## config.mk

```make
export PLATFORM = sky130hd
export DESIGN_NAME = crtc_timing_sequencer
export DESIGN_NICKNAME = d
export VERILOG_FILES = /design/src/rtl/crtc_pkg.sv /design/src/rtl/crtc_axis_sequencer.sv /design/src/rtl/crtc_timing_sequencer.sv
export SDC_FILE = /design/constraint.sdc
export NUM_CORES = 1
export LEC_CHECK = 0
export CORE_MARGIN = 4
export CORE_UTILIZATION = 54
export DETAILED_ROUTE_END_ITERATION = 12
export PLACE_DENSITY = 0.82
export SLEW_MARGIN = 5
export SYNTH_ARGS = -nofsm -noshare
export SYNTH_HDL_FRONTEND = slang
export SYNTH_SLANG_ARGS = --single-unit
export TNS_END_PERCENT = 5
```

## constraint.sdc

```tcl
create_clock -name clk -period 3.9 [get_ports clk]
set_input_delay 0.78 -clock clk [delete_from_list [all_inputs] [get_ports clk]]
set_output_delay 0.78 -clock clk [all_outputs]
set_load 0.02 [all_outputs]
```

## src/rtl/crtc_pkg.sv

```systemverilog
// Region encoding, register map and VGA reset timing shared by the CRTC timing sequencer.
package crtc_pkg;

    typedef enum logic [1:0] {
        RGN_ACT  = 2'd0,
        RGN_FP   = 2'd1,
        RGN_SYNC = 2'd2,
        RGN_BP   = 2'd3
    } region_e;

    localparam int unsigned CFG_AW = 3;
    localparam int unsigned CFG_DW = 16;

    localparam logic [CFG_AW-1:0] ADDR_H_ACT  = 3'd0;
    localparam logic [CFG_AW-1:0] ADDR_H_FP   = 3'd1;
    localparam logic [CFG_AW-1:0] ADDR_H_SYNC = 3'd2;
    localparam logic [CFG_AW-1:0] ADDR_H_BP   = 3'd3;
    localparam logic [CFG_AW-1:0] ADDR_V_ACT  = 3'd4;
    localparam logic [CFG_AW-1:0] ADDR_V_FP   = 3'd5;
    localparam logic [CFG_AW-1:0] ADDR_V_SYNC = 3'd6;
    localparam logic [CFG_AW-1:0] ADDR_V_BP   = 3'd7;

    localparam int unsigned VGA_H_ACT  = 640;
    localparam int unsigned VGA_H_FP   = 16;
    localparam int unsigned VGA_H_SYNC = 96;
    localparam int unsigned VGA_H_BP   = 48;
    localparam int unsigned VGA_V_ACT  = 480;
    localparam int unsigned VGA_V_FP   = 10;
    localparam int unsigned VGA_V_SYNC = 2;
    localparam int unsigned VGA_V_BP   = 33;

endpackage

```

## src/rtl/crtc_axis_sequencer.sv

```systemverilog
// One timing axis: walks ACT -> FP -> SYNC -> BP with a per-region loadable position counter.
module crtc_axis_sequencer
    import crtc_pkg::*;
#(
    parameter int unsigned WIDTH = 11
) (
    input  logic             clk,
    input  logic             reset,
    input  logic             advance,
    input  logic [WIDTH-1:0] lengths [4],
    output region_e          state,
    output logic [WIDTH-1:0] count,
    output logic             region_end_c
);

    region_e          state_q, state_d;
    logic [WIDTH-1:0] count_q, count_d;
    logic [WIDTH-1:0] len_cur, last_cnt;

    // A zero length behaves as a one-cycle region.
    always_comb begin
        len_cur      = lengths[state_q];
        last_cnt     = (len_cur == '0) ? '0 : len_cur - WIDTH'(1);
        region_end_c = advance && (count_q == last_cnt);
        state_d      = state_q;
        count_d      = count_q;
        if (region_end_c) begin
            count_d = '0;
            state_d = region_e'(state_q + 2'd1);
        end else if (advance) begin
            count_d = count_q + WIDTH'(1);
        end
    end

    always_ff @(posedge clk) begin
        if (!reset) begin
            state_q <= RGN_ACT;
            count_q <= '0;
        end else begin
            state_q <= state_d;
            count_q <= count_d;
        end
    end

    assign state = state_q;
    assign count = count_q;

endmodule

```

## src/rtl/crtc_timing_sequencer.sv

```systemverilog
// Programmable CRTC timing: shadowed timing registers applied at frame end, registered sync/enable outputs.
module crtc_timing_sequencer
    import crtc_pkg::*;
#(
    parameter int unsigned HWIDTH     = 11,
    parameter int unsigned VWIDTH     = 10,
    parameter bit          HSYNC_POL  = 1'b0,
    parameter bit          VSYNC_POL  = 1'b0,
    parameter int unsigned H_ACT_DEF  = VGA_H_ACT,
    parameter int unsigned H_FP_DEF   = VGA_H_FP,
    parameter int unsigned H_SYNC_DEF = VGA_H_SYNC,
    parameter int unsigned H_BP_DEF   = VGA_H_BP,
    parameter int unsigned V_ACT_DEF  = VGA_V_ACT,
    parameter int unsigned V_FP_DEF   = VGA_V_FP,
    parameter int unsigned V_SYNC_DEF = VGA_V_SYNC,
    parameter int unsigned V_BP_DEF   = VGA_V_BP
) (
    input  logic              clk,
    input  logic              reset,
    input  logic              cfg_we,
    input  logic [CFG_AW-1:0] cfg_addr,
    input  logic [CFG_DW-1:0] cfg_data,
    output logic              cfg_pending,
    output logic [HWIDTH-1:0] hcount,
    output logic [VWIDTH-1:0] vcount,
    output logic              display_enable,
    output logic              hsync,
    output logic              vsync,
    output logic              line_start,
    output logic              frame_start
);

    localparam logic [HWIDTH-1:0] H_DEF [4] = '{HWIDTH'(H_ACT_DEF), HWIDTH'(H_FP_DEF),
                                               HWIDTH'(H_SYNC_DEF), HWIDTH'(H_BP_DEF)};
    localparam logic [VWIDTH-1:0] V_DEF [4] = '{VWIDTH'(V_ACT_DEF), VWIDTH'(V_FP_DEF),
                                               VWIDTH'(V_SYNC_DEF), VWIDTH'(V_BP_DEF)};

    logic [HWIDTH-1:0] h_shadow_q [4], h_shadow_d [4], h_live_q [4], h_live_d [4];
    logic [VWIDTH-1:0] v_shadow_q [4], v_shadow_d [4], v_live_q [4], v_live_d [4];
    logic              pending_q, pending_d;

    logic [HWIDTH-1:0] hcount_q, hcount_d;
    logic [VWIDTH-1:0] vcount_q, vcount_d;
    logic              de_q, de_d, hsync_q, hsync_d, vsync_q, vsync_d;
    logic              line_start_q, line_start_d, frame_start_q, frame_start_d;

    region_e           h_state, v_state;
    logic [HWIDTH-1:0] h_count;
    logic [VWIDTH-1:0] v_count;
    logic              h_end_c, v_end_c, line_end_c, frame_end_c;
    logic              unused_cfg_bits_c;

    crtc_axis_sequencer #(.WIDTH(HWIDTH)) u_h_axis (
        .clk          (clk),
        .reset        (reset),
        .advance      (1'b1),
        .lengths      (h_live_q),
        .state        (h_state),
        .count        (h_count),
        .region_end_c (h_end_c)
    );

    crtc_axis_sequencer #(.WIDTH(VWIDTH)) u_v_axis (
        .clk          (clk),
        .reset        (reset),
        .advance      (line_end_c),
        .lengths      (v_live_q),
        .state        (v_state),
        .count        (v_count),
        .region_end_c (v_end_c)
    );

    assign line_end_c        = (h_state == RGN_BP) && h_end_c;
    assign frame_end_c       = (v_state == RGN_BP) && v_end_c;
    assign unused_cfg_bits_c = ^cfg_data;

    // Live copy takes the pre-write shadow; a colliding write stays pending for the next frame.
    always_comb begin
        h_shadow_d = h_shadow_q;
        v_shadow_d = v_shadow_q;
        h_live_d   = h_live_q;
        v_live_d   = v_live_q;
        pending_d  = pending_q;
        if (frame_end_c && pending_q) begin
            h_live_d  = h_shadow_q;
            v_live_d  = v_shadow_q;
            pending_d = 1'b0;
        end
        if (cfg_we) begin
            pending_d = 1'b1;
            case (cfg_addr)
                ADDR_H_ACT:  h_shadow_d[0] = cfg_data[HWIDTH-1:0];
                ADDR_H_FP:   h_shadow_d[1] = cfg_data[HWIDTH-1:0];
                ADDR_H_SYNC: h_shadow_d[2] = cfg_data[HWIDTH-1:0];
                ADDR_H_BP:   h_shadow_d[3] = cfg_data[HWIDTH-1:0];
                ADDR_V_ACT:  v_shadow_d[0] = cfg_data[VWIDTH-1:0];
                ADDR_V_FP:   v_shadow_d[1] = cfg_data[VWIDTH-1:0];
                ADDR_V_SYNC: v_shadow_d[2] = cfg_data[VWIDTH-1:0];
                ADDR_V_BP:   v_shadow_d[3] = cfg_data[VWIDTH-1:0];
            endcase
        end
    end

    always_comb begin
        hcount_d      = h_count;
        vcount_d      = v_count;
        line_start_d  = (h_state == RGN_ACT) && (h_count == '0);
        frame_start_d = line_start_d && (v_state == RGN_ACT) && (v_count == '0);
        de_d          = (h_state == RGN_ACT) && (v_state == RGN_ACT);
        hsync_d       = (h_state == RGN_SYNC) ? HSYNC_POL : ~HSYNC_POL;
        vsync_d       = (v_state == RGN_SYNC) ? VSYNC_POL : ~VSYNC_POL;
    end

    always_ff @(posedge clk) begin
        if (!reset) begin
            h_shadow_q    <= H_DEF;
            v_shadow_q    <= V_DEF;
            h_live_q      <= H_DEF;
            v_live_q      <= V_DEF;
            pending_q     <= 1'b0;
            hcount_q      <= '0;
            vcount_q      <= '0;
            de_q          <= 1'b0;
            line_start_q  <= 1'b0;
            frame_start_q <= 1'b0;
            hsync_q       <= ~HSYNC_POL;
            vsync_q       <= ~VSYNC_POL;
        end else begin
            h_shadow_q    <= h_shadow_d;
            v_shadow_q    <= v_shadow_d;
            h_live_q      <= h_live_d;
            v_live_q      <= v_live_d;
            pending_q     <= pending_d;
            hcount_q      <= hcount_d;
            vcount_q      <= vcount_d;
            de_q          <= de_d;
            line_start_q  <= line_start_d;
            frame_start_q <= frame_start_d;
            hsync_q       <= hsync_d;
            vsync_q       <= vsync_d;
        end
    end

    assign cfg_pending    = pending_q;
    assign hcount         = hcount_q;
    assign vcount         = vcount_q;
    assign display_enable = de_q;
    assign hsync          = hsync_q;
    assign vsync          = vsync_q;
    assign line_start     = line_start_q;
    assign frame_start    = frame_start_q;

endmodule

```

==> run summary, run 1 <==
status: complete, no violations
vias per cell: 5.795
Total GRT Usage: 22.71%
Clk Latency, worst-skew pair: 0.53 ns
CP dominant cell by count: buf_4
max layer used: met4
vias in the first global route: 7,684
register area share after synthesis: 44.04%
Crit path buffers/inverters: 4
asr flop ratio synth: 0%
drc violations: 0
f_max: 0.2646 GHz
fraction of layout cells with a size suffix above 1: 13.57%
CTS Sinks: 220
final hold vios: 0
Post-Route WL: 24,860 um
drt initial violations: 784
clk buf depth: 3
reg2reg end: h_live_q[16]
WL met1: 10,930 um
number of synthesized flops with an enable pin: 0
Arrival @ worst endpoint: 4.21 ns
antenna cell count: 0
crit path cell chain: buf_4 -> buf_4 -> mux4_2 -> buf_4 -> or4_1 -> a21oi_1 -> a211oi_1 -> or3_4 -> nor3_1 -> and3_1 -> nand4_1 -> buf_12 -> o211ai_1
sequential share of power: 47.3%
skew final: 0.01539 ns
Sw Ratio: 21.92%
post-synthesis cell count: 1,157
total vias in the final route: 8,374
RSZ-0062 raised after global routing: yes
hold slack: 0.4544 ns
Die Y: 144.1 um
Yosys reg bits: 220
delay-heaviest family, CP: simple AND/OR/NAND/NOR gates
Multi-input gate area: 0.005223 sq mm
worst hold path cell count: 2
Max Cap Violations: 0
Gate power share: 3.9%
Fillers: 1,388
Area contributors post-synth: dfxtp_1, nand2_1, mux2i_1, mux4_2, a21oi_1
r2r startpoint: u_h_axis.state[0]
Crit-path slowest cell: mux4_2
setup tns final: 0 ns
Initial Utilization: 55.29%
synthesized area: 0.01000 sq mm
post-synth top area share: 44.04%
crit path kind: reg2reg
Worst R2R Path Depth: 13
Least-Margin Pin Slew: 1.061 ns
Clock Power Share: 48.8%
met3 WL: 1706 um
met2 WL post-DR: 11,660 um
Hold Crit Class: reg2reg
internal power: 3787 uW
maximum vdd drop: 0.0003979 V
Hold Startpoint: v_shadow_q[29]
Pleak: 0.004247 uW
Startpoint Class: flop
critical path capture point type: flop
syn_area_per_cell: 8.643 sq um
H-tree Lvls: 1
Commonest cells post-synth: nand2_1, dfxtp_1, a21oi_1, mux2i_1, clkbuf_1
# rows: 49
IO Pins: 49
CTS tree: done
register-to-register setup slack: 0.12 ns
Rel. slew slack: 29.00%
Area Overhead vs Synth: 19.69%
initial antenna violation count: 0
GRT Residual Overflow: 0
Inserted Clock Buffers: 23
Ys Warns: 0
RD Place Congestion: 0.9098
power density cells: 405.2 mW/mm^2
Max Slew Vio Count: 0
Clk pin slew, worst setup/hold paths: 0.06 ns
Setup violations, final: 0
register area: 0.004407 sq mm
crit path max fanout: 16
Hold Path End: v_shadow_q[29]
cell with the most instances after synthesis: nand2_1
global-route wire length before repair: 38,410 um
Root Buffer: clkbuf_16
First-pass DRT Iterations: 5
CP max stage delay: 0.55 ns
die area: 0.02076 sq mm
DRT antenna net count: 0
post-layout min period: 3.779 ns
post-synth cell types: 63
Net Switching: 1063 uW
drt wl/cell: 17.21 um
CP required: 4.33 ns
ys flop type: dfxtp_1
Layout Nets: 1,233
largest net degree at the start of global routing: 173
Synth area leader: dfxtp_1
period utilisation layout: 96.90%
IO Port Bufs: 43
dpl hpwl: 15,570 um
syn nets: 1,191
core area: 0.01809 sq mm
Die Wd: 144.1 um
routing by layer:
metal	track usage (%)	vias up
met5	0	-
met2	36.82	286
met1	31.58	4006
met4	6.640	0
met3	3.439	40
li1	-	4042
cells by family after synthesis:
logic type      count (synthesis)  synth area share [%]
buf+inv                       125                 5.568
simple gates                  486                 21.96
flops                         220                 44.04
mux                           104                 13.06
fa+ha+maj                      12                 1.501
compound gates                182                 11.41
xor+xnor                       28                 2.452
worst register-to-register path, stage by stage (launching register included):
cell and delay [ns]:
dfxtp_1 0.34, buf_4 0.15, buf_4 0.14, mux4_2 0.55, buf_4 0.17, or4_1 0.50, a21oi_1 0.15, a211oi_1 0.11
or3_4 0.36, nor3_1 0.27, and3_1 0.29, nand4_1 0.24, buf_12 0.24, o211ai_1 0.18
state kept, by name, indices dropped and copies added, names as in the netlist:
register / count
h_shadow_q: 44
hcount: 11
vcount: 10
u_h_axis.count: 11
vsync: 1
u_h_axis.state: 2
cfg_pending: 1
v_live_q: 40
frame_start: 1
u_v_axis.count: 10
display_enable: 1
v_shadow_q: 40
line_start: 1
hsync: 1
u_v_axis.state: 2
h_live_q: 44
power groups by stage:
| stage | logic [uW] | registers, uW | clock network [uW] |
|---|---|---|---|
| 2_1_floorplan | 116 | 2340 | 0 |
| 3_3_place_gp | 179 | 2340 | 0 |
| 3_5_place_dp | 182 | 2340 | 0 |
| 4_1_cts | 183 | 2290 | 2400 |
| 5_1_grt | 204 | 2290 | 2480 |
| 6_report | 189 | 2290 | 2370 |
how the worst max path moves through the flow:
stage / start / end / slack, ns / cells after the start
detailed placement: u_h_axis.state[1] / u_h_axis.count[5] / 0.004 / 12
finish: u_h_axis.state[0] / h_live_q[16] / 0.12 / 13
global route: u_v_axis.state[0] / v_live_q[1] / -0.04 / 15
global placement: u_h_axis.state[1] / h_live_q[36] / 0.14 / 11
CTS: u_h_axis.state[0] / h_live_q[14] / 0.02 / 13
floorplan: u_v_axis.state[0] / v_live_q[10] / 0.003 / 16
cell usage in the layout (no fill, tap or decap), types with 4 or more instances in the layout:
master,count
buf_12,10
clkdlybuf4s50_1,42
mux2i_1,80
o211ai_1,34
nor3_1,15
clkbuf_16,26
nor4_1,5
and4_1,4
nand3_1,17
mux4_2,21
clkinv_2,4
xor2_1,11
o21ai_0,15
and2_1,19
a31oi_1,5
a21oi_1,86
bufinv_16,4
nor2b_1,5
o41ai_2,14
nor2_1,43
or3_1,13
clkbuf_8,5
xnor2_1,16
nand2_1,319
and3_1,5
inv_1,35
buf_4,47
dfxtp_1,218
nand2b_1,6
nand4_1,9
ha_1,10
through the flow:
stage / utilization (%) / power (uW) / setup WS, ns / cells / area, sq um
after global routing: 66.18 / 4974 / -0.03705 / 1445 / 11970
after detailed placement: 59.53 / 2524 / 0.003779 / 1390 / 10770
final: 66.18 / 4850 / 0.1208 / 1445 / 11970
after global placement: 59.53 / 2520 / 0.1371 / 1390 / 10770
after floorplan: - / 2458 / 0.002685 / 1157 / 10000
after CTS: 64.14 / 4873 / 0.01972 / 1432 / 11600
area by class of cell:
class	instances	share of cell area, %
Timing Repair Buffer	105	9.042
Clock inverter	11	1.474
Multi-Input combinational cell	812	43.63
Inverter	37	1.160
Tap cell	229	2.394
Sequential cell	220	36.82
Clock buffer	31	5.478
repair_timing:
item                       CTS  global route
setup buffers                0            10
cloned                       0             3
pin swaps                    0             6
gates resized for setup      1            33
hold buffers                 0             0
setup endpoints to repair    9           106
Note: power is estimated with default switching activity, not from simulation.
==> run 2, diff against run 1 <==
--- a/config.mk
+++ b/config.mk
@@ -5,6 +5,7 @@
 export SDC_FILE = /design/constraint.sdc
 export NUM_CORES = 1
 export LEC_CHECK = 0
+export CAP_MARGIN = 20
 export CORE_MARGIN = 4
 export CORE_UTILIZATION = 54
 export DETAILED_ROUTE_END_ITERATION = 12
==> results of run 2 <==
Final layout, timing and power as in run 1 (identical DEF).
==> run 3, diff against run 2 <==
--- a/config.mk
+++ b/config.mk
@@ -5,11 +5,11 @@
 export SDC_FILE = /design/constraint.sdc
 export NUM_CORES = 1
 export LEC_CHECK = 0
-export CAP_MARGIN = 20
+export CAP_MARGIN = 25
 export CORE_MARGIN = 4
 export CORE_UTILIZATION = 54
 export DETAILED_ROUTE_END_ITERATION = 12
-export PLACE_DENSITY = 0.82
+export PLACE_DENSITY = 0.74
 export SLEW_MARGIN = 5
 export SYNTH_ARGS = -nofsm -noshare
 export SYNTH_HDL_FRONTEND = slang
==> run summary, run 3 (synthesized netlist as in run 1, its figures left out) <==
period utilisation layout: 97.21% (+0.31 points)
H-tree Lvls: 1 (unchanged)
Gate power share: 3.9% (about the same)
IO Pins: 49 (unchanged)
Layout Nets: 1,227 (-0.49%)
internal power: 3810 uW (+0.61%)
Clk Latency, worst-skew pair: 0.51 ns (-0.02 ns)
hold_buf cts: 0 (unchanged)
drt wl/cell: 17.08 um (-0.73%)
crit path cell chain: buf_12 -> mux4_2 -> buf_4 -> or3_1 -> or3_4 -> a311oi_2 -> nand4_1 -> nor4_4 -> and4_4 -> buf_4 -> buf_16 -> mux2i_1
Worst R2R Path Depth: 12 (-1)
largest net degree at the start of global routing: 93 (-46%)
power density cells: 407.5 mW/mm^2 (+0.57%)
skew final: 0.01277 ns (-0.002616 ns)
leading cell type in the layout, fill and taps excluded: nand2_1
# rows: 49 (unchanged)
Arrival @ worst endpoint: 4.21 ns (about the same)
Sw Ratio: 21.31% (-0.61 points)
delay-heaviest family, CP: simple AND/OR/NAND/NOR gates
r2r startpoint: u_h_axis.state[0]
IO Port Bufs: 43 (unchanged)
Root Buffer: clkbuf_16
post-layout min period: 3.791 ns (+0.01208 ns)
critical path capture point type: flop
GRT Residual Overflow: 0 (unchanged)
Crit path buffers/inverters: 4 (unchanged)
Area Overhead vs Synth: 18.82%
Regs by FF count: h_live_q x44, h_shadow_q x44
Clock Power Share: 48.8% (about the same)
Hold Path End: h_shadow_q[41]
Die Y: 144.1 um (unchanged)
Clk pin slew, worst setup/hold paths: 0.06 ns (about the same)
register-to-register setup slack: 0.11 ns (about the same)
crit path max fanout: 8 (-8)
Pleak: 0.004179 uW (-1.6%)
total vias in the final route: 8,167 (-2.5%)
setup tns final: 0 ns (unchanged)
CP max stage delay: 0.53 ns (-0.02 ns)
sequential share of power: 47.3% (about the same)
drt initial violations: 612 (-22%)
CP dominant cell by count: buf_4
Max Cap Violations: 0 (unchanged)
vias per cell: 5.679 (-2.0%)
First-pass DRT Iterations: 5 (unchanged)
Net Switching: 1032 uW (-2.9%)
Hold Crit Class: reg2reg
hold slack: 0.4539 ns (-0.0005860 ns)
Core Util, Final: 65.69% (-0.48 points)
maximum vdd drop: 0.0002612 V (-34%)
dpl hpwl: 15,160 um (-2.7%)
commonest cells after routing, fill and taps aside: nand2_1, dfxtp_1, a21oi_1
reg2reg end: v_live_q[31]
Inserted Clock Buffers: 24 (+4.3%)
Inst Count DP: 1,384 (-0.43%)
f_max: 0.2638 GHz (-0.32%)
Total Power: 4842 uW (-0.17%)
Max Slew Vio Count: 0 (unchanged)
RD Place Congestion: 0.8789 (-3.4%)
Rel. slew slack: 30.55% (+1.5 points)
Die Wd: 144.1 um (unchanged)
final hold vios: 0 (unchanged)
status: complete, no violations
clk buf depth: 3 (unchanged)
post-route insts no fill: 1,438 (-0.48%)
initial antenna violation count: 0 (unchanged)
Total GRT Usage: 22.44% (-0.27 points)
crit path kind: reg2reg
Hold Startpoint: h_shadow_q[41]
Startpoint Class: flop
Initial Utilization: 55.29% (unchanged)
global-route wire length before repair: 37,930 um (-1.2%)
Crit-path slowest cell: mux4_2
CTS tree: done
vias in the first global route: 7,516 (-2.2%)
Post-Route WL: 24,560 um (-1.2%)
antenna cell count: 0 (unchanged)
DRT antenna net count: 0 (unchanged)
CTS Sinks: 220 (unchanged)
fraction of layout cells with a size suffix above 1: 12.32% (-1.2 points)
Setup violations, final: 0 (unchanged)
drc violations: 0 (unchanged)
worst hold path cell count: 2 (unchanged)
core area: 0.01809 sq mm (unchanged)
Least-Margin Pin Slew: 1.038 ns (-0.02310 ns)
die area: 0.02076 sq mm (unchanged)
CP required: 4.32 ns (about the same)
RSZ-0062 raised after global routing: yes
[run 3: how the worst max path moves through the flow]
stage	start	end	cells past startpoint
global placement	u_v_axis.state[0]	v_live_q[4]	14
detailed placement	u_v_axis.state[0]	v_live_q[31]	14
finish	u_h_axis.state[0]	v_live_q[31]	12
CTS	u_v_axis.state[0]	h_live_q[4]	13
floorplan	u_v_axis.state[0]	v_live_q[10]	16
global route	u_h_axis.state[0]	v_live_q[31]	15
[run 3: area by class of cell]
type	instances	area (sq um)
Fill cell	1427	6205
Multi-Input combinational cell	812	5171
Sequential cell	220	4405
Timing Repair Buffer	98	1042
Clock buffer	36	726.9
Tap cell	229	286.5
Inverter	37	138.9
Clock inverter	6	110.1
[run 3: timing repair]
| item | CTS | global route |
|---|---|---|
| hold endpoints to repair | 0 | 0 |
| gates resized for setup | 0 | 26 |
| pin swaps | 0 | 6 |
| gates cloned | 0 | 5 |
| buffers inserted | 0 | 7 |
| setup endpoints to repair | 1 | 108 |
[run 3: worst register-to-register path: cells and delay by family (launching register included)]
family / cells / cell delay (ns)
buffers and inverters: 4 / 0.59
AND/OR/NAND/NOR: 5 / 1.74
AO/OA/AOI/OAI: 1 / 0.24
flip-flops: 1 / 0.35
multiplexers: 2 / 0.78
[run 3: metal layers]
metal	GRT usage [%]	share of wire (%)
met1	30.36	45
met3	3.274	5.7
met2	38.36	48
met4	4.807	1.7
met5	0	0
[run 3: power groups by stage]
stage	Sequential [uW]	Combinational [uW]	Clock, uW
after floorplan	2340	116	0
after global placement	2340	181	0
after detailed placement	2340	183	0
after CTS	2290	184	2390
after global routing	2290	204	2480
final	2290	187	2360
[run 3: stage by stage]
stage	setup slack, ns	area [sq um]
6_report	0.1087	11880
5_1_grt	-0.05044	11880
4_1_cts	-0.0007616	11550
3_5_place_dp	0.07335	10710
3_3_place_gp	0.1081	10710
2_1_floorplan	0.002685	10000
